===== config.mk =====
export PLATFORM = sky130hd
export DESIGN_NAME = mem_stage
export DESIGN_NICKNAME = d
export VERILOG_FILES = /design/src/rtl/mem_stage.sv
export SDC_FILE = /design/constraint.sdc
export NUM_CORES = 1
export LEC_CHECK = 0
export BUFFER_PORTS_ARGS = -buffer_cell sky130_fd_sc_hd__buf_4
export CORE_MARGIN = 1
export CORE_UTILIZATION = 31
export DETAILED_ROUTE_END_ITERATION = 10
export PLACE_DENSITY = 0.61
export SYNTH_ARGS = -nofsm -noshare
export SYNTH_HDL_FRONTEND = slang
export SYNTH_SLANG_ARGS = --single-unit
export TNS_END_PERCENT = 30

===== constraint.sdc =====
create_clock -name clk -period 5.7 [get_ports clk]
set_input_delay 0.57 -clock clk [delete_from_list [all_inputs] [get_ports clk]]
set_output_delay 0.57 -clock clk [all_outputs]
set_load 0.01 [all_outputs]

===== src/rtl/mem_stage.sv =====
// Memory stage: request/acknowledge handshake with a variable-latency data memory, upstream stall, MEM/WB register.
// Optional build macro ALIGN_CHECK_EN: misaligned (odd-address) accesses fail immediately without touching memory.
module mem_stage #(
    parameter int TIMEOUT_CYCLES = 15
) (
    input  logic        clk,
    input  logic        rst,
    input  logic [15:0] ALURes,
    input  logic [15:0] readData2,
    input  logic [15:0] nextPC,
    input  logic [2:0]  writeReg,
    input  logic        regWrite,
    input  logic        memToReg,
    input  logic        memRead,
    input  logic        memWrite,
    input  logic        halt,
    output logic        stall,
    output logic        mem_req,
    output logic        mem_we,
    output logic [15:0] mem_addr,
    output logic [15:0] mem_wdata,
    input  logic [15:0] mem_rdata,
    input  logic        mem_ack,
    output logic [15:0] readDataOut,
    output logic [15:0] ALUResOut,
    output logic [15:0] nextPCOut,
    output logic [2:0]  writeRegOut,
    output logic        regWriteOut,
    output logic        memToRegOut,
    output logic        haltOut,
    output logic        errOut
);

    typedef enum logic [1:0] {IDLE, BUSY, DONE} state_t;

    localparam logic [7:0] TO_LIM = 8'(TIMEOUT_CYCLES);

    state_t      state_q;
    logic [7:0]  cnt_q;
    logic [15:0] rdata_q;
    logic        err_q;
    logic        access;
    logic        misalign;

    assign access = memRead | memWrite;

`ifdef ALIGN_CHECK_EN
    assign misalign = ALURes[0];
`else
    assign misalign = 1'b0;
`endif

    assign stall = ((state_q == IDLE) && access) || (state_q == BUSY);

    always_ff @(posedge clk or posedge rst) begin
        if (rst) begin
            state_q   <= IDLE;
            cnt_q     <= 8'd0;
            rdata_q   <= 16'd0;
            err_q     <= 1'b0;
            mem_req   <= 1'b0;
            mem_we    <= 1'b0;
            mem_addr  <= 16'd0;
            mem_wdata <= 16'd0;
        end else begin
            case (state_q)
                IDLE: begin
                    if (access) begin
                        if (misalign) begin
                            rdata_q <= 16'd0;
                            err_q   <= 1'b1;
                            state_q <= DONE;
                        end else begin
                            mem_req   <= 1'b1;
                            mem_we    <= memWrite;
                            mem_addr  <= ALURes;
                            mem_wdata <= readData2;
                            cnt_q     <= 8'd0;
                            err_q     <= 1'b0;
                            state_q   <= BUSY;
                        end
                    end
                end
                BUSY: begin
                    cnt_q <= cnt_q + 8'd1;
                    // An ack arriving on the final allowed cycle still completes the access.
                    if (mem_ack) begin
                        mem_req <= 1'b0;
                        rdata_q <= mem_we ? 16'd0 : mem_rdata;
                        err_q   <= 1'b0;
                        state_q <= DONE;
                    end else if (cnt_q + 8'd1 == TO_LIM) begin
                        mem_req <= 1'b0;
                        rdata_q <= 16'd0;
                        err_q   <= 1'b1;
                        state_q <= DONE;
                    end
                end
                DONE: begin
                    err_q   <= 1'b0;
                    state_q <= IDLE;
                end
                default: state_q <= IDLE;
            endcase
        end
    end

    // MEM/WB: a stalled edge inserts a bubble; only the side-effecting fields are cleared.
    always_ff @(posedge clk or posedge rst) begin
        if (rst) begin
            readDataOut <= 16'd0;
            ALUResOut   <= 16'd0;
            nextPCOut   <= 16'd0;
            writeRegOut <= 3'd0;
            regWriteOut <= 1'b0;
            memToRegOut <= 1'b0;
            haltOut     <= 1'b0;
            errOut      <= 1'b0;
        end else if (stall) begin
            regWriteOut <= 1'b0;
            haltOut     <= 1'b0;
            errOut      <= 1'b0;
        end else begin
            readDataOut <= ((state_q == DONE) && memRead) ? rdata_q : 16'd0;
            ALUResOut   <= ALURes;
            nextPCOut   <= nextPC;
            writeRegOut <= writeReg;
            regWriteOut <= regWrite;
            memToRegOut <= memToReg;
            haltOut     <= halt;
            errOut      <= (state_q == DONE) ? err_q : 1'b0;
        end
    end

endmodule


==> results of run 1 <==
-- placed cells by master, fill, tap and decap left out, types with 2 or more instances in the layout --
| master | count |
|---|---|
| a22o_1 | 18 |
| a32o_1 | 16 |
| and2_1 | 2 |
| and3_1 | 4 |
| buf_4 | 166 |
| bufinv_16 | 4 |
| clkbuf_1 | 3 |
| clkbuf_16 | 17 |
| clkinv_2 | 4 |
| dfrtp_1 | 116 |
| ha_1 | 2 |
| inv_1 | 2 |
| inv_2 | 2 |
| mux2_2 | 32 |
| nand2_1 | 122 |
| nand4_1 | 4 |
| nor2_1 | 4 |
| nor2_4 | 2 |
| o21ai_0 | 11 |
-- registers in the layout (all words and copies together), names as in the netlist --
name and cells:
ALUResOut 16, mem_addr 16, rdata_q 16, readDataOut 16, memToRegOut 1, regWriteOut 1
errOut 1, haltOut 1, writeRegOut 3, mem_req 1, state_q 2, mem_we 1
nextPCOut 16, mem_wdata 16, cnt_q 8, err_q 1
-- final timing paths --
check | to | slack [ns] | startpoint
min reg2reg | writeRegOut[1] | 0.47 | writeRegOut[1]
min in group clk | nextPCOut[4] | 0.35 | nextPC[4]
min | readDataOut[0] | 0.25 | rst
max reg2reg | readDataOut[5] | 2.82 | state_q[1]
max | stall | 2.04 | state_q[1]
max in group asynchronous | mem_wdata[0] | 4.18 | rst
-- per-layer routing --
metal  global-route usage  routed length (um)  vias to the layer above  share of wire
li1                     -                   -                     1650              -
met3               0.0572                 799                       19          0.072
met5                    0                   0                        -              0
met1                0.180                4700                     1685           0.42
met2                0.248                5430                      121           0.49
met4               0.0715                 205                        0          0.018
-- logic make-up after synthesis --
group                    share of synthesized area
buffers and inverters                       0.0277
AO/OA/AOI/OAI                                0.104
AND/OR/NAND/NOR                              0.145
flip-flops                                   0.637
adder cells (fa/ha/maj)                    0.00549
multiplexers                                0.0791
XOR/XNOR                                   0.00192
-- synth_stat cells (all sizes together), types with 2 or more instances --
cell type,number,share of area
a22o,18,0.035
a32o,16,0.035
and2,2,0.0027
and3,5,0.0080
buf,12,0.016
clkbuf,9,0.0074
dfrtp,116,0.64
ha,2,0.0055
inv,5,0.0041
mux2,32,0.079
nand2,122,0.10
nand3,2,0.0049
nand4,4,0.0055
nor2,6,0.0066
nor3,2,0.0047
o21ai,12,0.013
-- power by group through the flow --
stage	Clock [W]	Sequential, W	Combinational [W]
2_1_floorplan	0	0.00148	0.000652
3_3_place_gp	0	0.00137	0.00137
3_5_place_dp	0	0.00139	0.00141
4_1_cts	0.00112	0.00138	0.00141
5_1_grt	0.00116	0.00143	0.00152
6_report	0.00110	0.00138	0.00137
-- through the flow --
step / utilization / std cells / power, W / hold slack [ns]
2_1_floorplan: - / 383 / 0.00213 / 0.466
3_3_place_gp: 0.421 / 708 / 0.00275 / 0.459
3_5_place_dp: 0.421 / 708 / 0.00279 / 0.464
4_1_cts: 0.464 / 739 / 0.00391 / 0.262
5_1_grt: 0.464 / 739 / 0.00410 / 0.289
6_report: 0.464 / 739 / 0.00385 / 0.246
-- worst max-delay path, cell delays in order (launching register included) --
cell,delay (ns)
dfrtp_1,0.54
nor3_4,0.07
buf_4,0.28
nor2_4,0.77
inv_2,0.67
buf_4,0.34
-- cell type report --
| cell class | instances | area [um2] |
|---|---|---|
| clock inverter | 10 | 156 |
| tap | 180 | 225 |
| timing repair buffer | 166 | 1250 |
| sequential | 116 | 2900 |
| inverter | 5 | 21.3 |
| fill | 1344 | 7560 |
| multi-input combinational | 241 | 1530 |
| clock buffer | 21 | 450 |
==> metrics.yaml, run 1 <==
synth-warning-count: 0
post_drt_wl_per_cell_um: 15.1
place_area_um2: 5930
cts_root_buf: "clkbuf_16"
hold_viol_final: 0
cts_resized: 0
end_kind: "output pin"
synth_edf_count: 0
rows: 43
start_kind: "flop"
setup-tns-final_ns: 0
routed_via_density: 4.70
synthArstFlopShare: 1.00
vias: 3475
synthToLayoutAreaGrowth_pct: 43.5
cp_max_fo: 59
power.share.sequential: 0.358
htreeDepth: 4
fin_nets: 624
avgSynthCellArea_um2: 11.9
switchingPower_w: 0.00127
power_frac_comb: 0.356
clockBufferDepth: 2
grt_pass1_wl_mm: 17.5
synth_area_um2: 4560
setup_viol_count_final: 0
critical_path_required_ns: 5.13
rr_worst_depth: 5
power.clock.fraction: 0.285
grt_max_degree: 68
drc_errors: 0
synth.distinct_cells: 43
die_x_um: 123
cts_num_sinks: 116
ys_seq_elements: 116
wl_mm: 11.1
start_util: 0.323
internal-power_w: 0.00258
hold_path.class: "input port to async pin"
finClkSkew_ns: 0.00692
dieArea_um2: 15200
cap_violations: 0
boundaryPins: 165
clk_pin_slew_worst_paths_ns: 0.05
crit_arrival_ns: 3.09
antenna_found_initial: 0
status: "finished clean"
timing.fmax_ghz: 0.273
worstMarginPinSlew_ns: 1.07
io_buffer_count: 164
drtAntennaViolNets: 0
slew_viol_final: 0
diodes: 0
clk_latency_ns: 0.41
layout_setup_ws_ns: 2.04
dpl.hpwl_mm: 7.55
ir_drop_uv: 291
grt_pass1_vias: 3567
post_cts_buffers: 0
fin_area_um2: 6540
p_leak_nw: 3.28
worstSetupPathType: "flop to output pin"
syn_nets: 460
layout_min_cycle_time_ns: 3.66
switching_share: 0.329
slew-limit-headroom: 0.281
grt_use_total: 0.153
pre_cts_ws_ns: 2.01
ys.flop_type: "dfrtp_1"
drive_gt1_frac: 0.428
finalCritPeriodShare: 0.643
die_h_um: 123
drtIter0Drc: 147
drtPass1Iterations: 4
grt.overflow.total: 0
cts_tree: "done"
ys_seq_area_frac: 0.637
rsz0062_at_grt: "no"
synth_cells: 383
ctsHoldBuffers: 0
place_congestion: 0.788
p_per_area_nw_per_um2: 589
cts_buffers: 17
fp.coreArea_um2: 14100
No activity file was read; power rests on OpenSTA's default activity.
==> run 2, diff against run 1 <==
--- a/config.mk
+++ b/config.mk
@@ -9,7 +9,7 @@
 export CORE_MARGIN = 1
 export CORE_UTILIZATION = 31
 export DETAILED_ROUTE_END_ITERATION = 10
-export PLACE_DENSITY = 0.61
+export PLACE_DENSITY = 0.63
 export SYNTH_ARGS = -nofsm -noshare
 export SYNTH_HDL_FRONTEND = slang
 export SYNTH_SLANG_ARGS = --single-unit
==> constraint.sdc (replaced) <==
create_clock -name clk -period 3 [get_ports clk]
set_input_delay 0.3 -clock clk [delete_from_list [all_inputs] [get_ports clk]]
set_output_delay 0.3 -clock clk [all_outputs]
set_load 0.01 [all_outputs]
==> metrics.yaml, run 2 (same netlist as run 1, synthesis figures left out) <==
drtPass1Iterations: 7
cts_tree: "done"
worstMarginPinSlew_ns: 1.04
slowest_delay_ns: 0.55
slew_viol_final: 0
finalCritPeriodShare: 0.858
cts_buffers: 17
vias: 3517
die_h_um: 123
switchingPower_w: 0.00251
place_area_um2: 5960
switching_share: 0.337
grt_pass1_vias: 3587
finClkSkew_ns: 0.00433
rr_worst_depth: 5
htreeDepth: 4
clockBufferDepth: 2
grt_use_total: 0.154
utilization: 0.467
fp.coreArea_um2: 14100
boundaryPins: 165
drive_gt1_frac: 0.434
cts_resized: 0
clk_latency_ns: 0.41
p_leak_nw: 3.29
synthToLayoutAreaGrowth_pct: 44.6
crit_arrival_ns: 2.27
wl_met3_um: 861
layout_min_cycle_time_ns: 2.57
drc_errors: 0
maxUsedRoutingLayer: "met4"
p_per_area_nw_per_um2: 1130
m1WireLength_mm: 4.90
grt_max_degree: 117
setup-tns-final_ns: 0
worstSetupPathType: "flop to output pin"
start_util: 0.323
cap_violations: 0
grt.overflow.total: 0
drtIter0Drc: 196
hold_path.class: "input port to async pin"
dr_wl_met2_mm: 5.66
failed_checks: "hold timing"
post_drt_wl_per_cell_um: 15.6
slew-limit-headroom: 0.304
ir_drop_uv: 561
power.clock.fraction: 0.287
timing.rr.start: "state_q[1]"
fin_nets: 627
place_congestion: 0.736
hold_viol_final: 1
power.share.sequential: 0.353
rows: 43
cp_top_family: "simple AND/OR/NAND/NOR gates"
r2r_slack_ns: 0.76
antenna_found_initial: 0
ctsHoldBuffers: 0
fin_area_um2: 6590
critical_path_required_ns: 2.70
cts_num_sinks: 116
fin_hold_ws_ns: -0.000899
dieArea_um2: 15200
routed_via_density: 4.74
layout_setup_ws_ns: 0.426
grt_pass1_wl_mm: 17.6
pre_cts_ws_ns: 0.365
layout_common_cells: "167 x buf_4, 122 x nand2_1, 116 x dfrtp_1"
end_kind: "output pin"
diodes: 0
n_fill_cell: 1315
status: "finished with violations"
crit_buf_inv: 2
clk_pin_slew_worst_paths_ns: 0.06
wl_mm: 11.6
finalNonFillerCells: 742
slowest_stage: "dfrtp_1"
power_frac_comb: 0.360
place_inst: 710
internal-power_w: 0.00493
die_x_um: 123
dpl.hpwl_mm: 7.58
start_kind: "flop"
io_buffer_count: 164
drtAntennaViolNets: 0
critical-path-top-cell-by-count: "nor2_4"
crit_path_cell_trace: "nor2_4, nor2_4, inv_2, buf_4"
rsz0062_at_grt: "no"
setup_viol_count_final: 0
layout_commonest_cell: "buf_4"
reg2reg_to: "readDataOut[2]"
timing.fmax_ghz: 0.388
cts_root_buf: "clkbuf_16"
cp_max_fo: 24
-- run 2: cell count changes in the layout (fill, tap and decap cells not counted), sizes merged --
cell | previous run | this run
inv | 5 | 6
clkinvlp | 1 | 4
nor2 | 6 | 7
clkinv | 5 | 3
buf | 166 | 168
clkbuf | 21 | 19
-- run 2: tightest hold or removal path, stage by stage --
cell and delay [ns]:
buf_4 0.12, clkinvlp_4 0.07, buf_12 0.38
-- run 2: final cells by class --
type	instances	area [um2]	share of cell area
Clock inverter	12	179	0.0272
Sequential cell	116	2900	0.441
Inverter	5	22.5	0.00342
Tap cell	180	225	0.0342
Clock buffer	19	443	0.0672
Multi-Input combinational cell	242	1540	0.234
Timing Repair Buffer	168	1270	0.193
-- run 2: timing repair --
item / 4_1_cts / 5_1_grt
buffers inserted: 0 / 0
pin swaps: 1 / 1
gates cloned: 0 / 1
setup endpoints to repair: 1 / 1
-- run 2: worst max path at each step --
| stage | start | end | slack [ns] | cells after the start |
|---|---|---|---|---|
| 6_report | state_q[1] | stall | 0.43 | 4 |
| 5_1_grt | state_q[1] | stall | 0.25 | 4 |
| 4_1_cts | state_q[1] | stall | 0.01 | 4 |
| 3_5_place_dp | memRead | readDataOut[2] | 0.36 | 7 |
| 3_3_place_gp | memRead | readDataOut[2] | 0.44 | 7 |
| 2_1_floorplan | cnt_q[0] | rdata_q[0] | 1.10 | 7 |
-- run 2: stage by stage --
step / hold WS (ns) / power, W
finish: -0.000899 / 0.00744
floorplan: 0.405 / 0.00406
detailed placement: 0.468 / 0.00534
global route: 0.0702 / 0.00793
global placement: 0.460 / 0.00525
CTS: 0.0633 / 0.00751
-- run 2: power by group through the flow --
stage	sequential, W	combinational, W	clock (W)
3_5_place_dp	0.00264	0.00270	0
3_3_place_gp	0.00261	0.00264	0
4_1_cts	0.00263	0.00270	0.00218
6_report	0.00263	0.00268	0.00213
5_1_grt	0.00272	0.00296	0.00225
2_1_floorplan	0.00282	0.00124	0
-- run 2: routing by layer --
metal,global-route usage,vias to the layer above
li1,-,1659
met1,0.187,1719
met2,0.245,125
met3,0.0554,14
met4,0.0640,0
met5,0,-
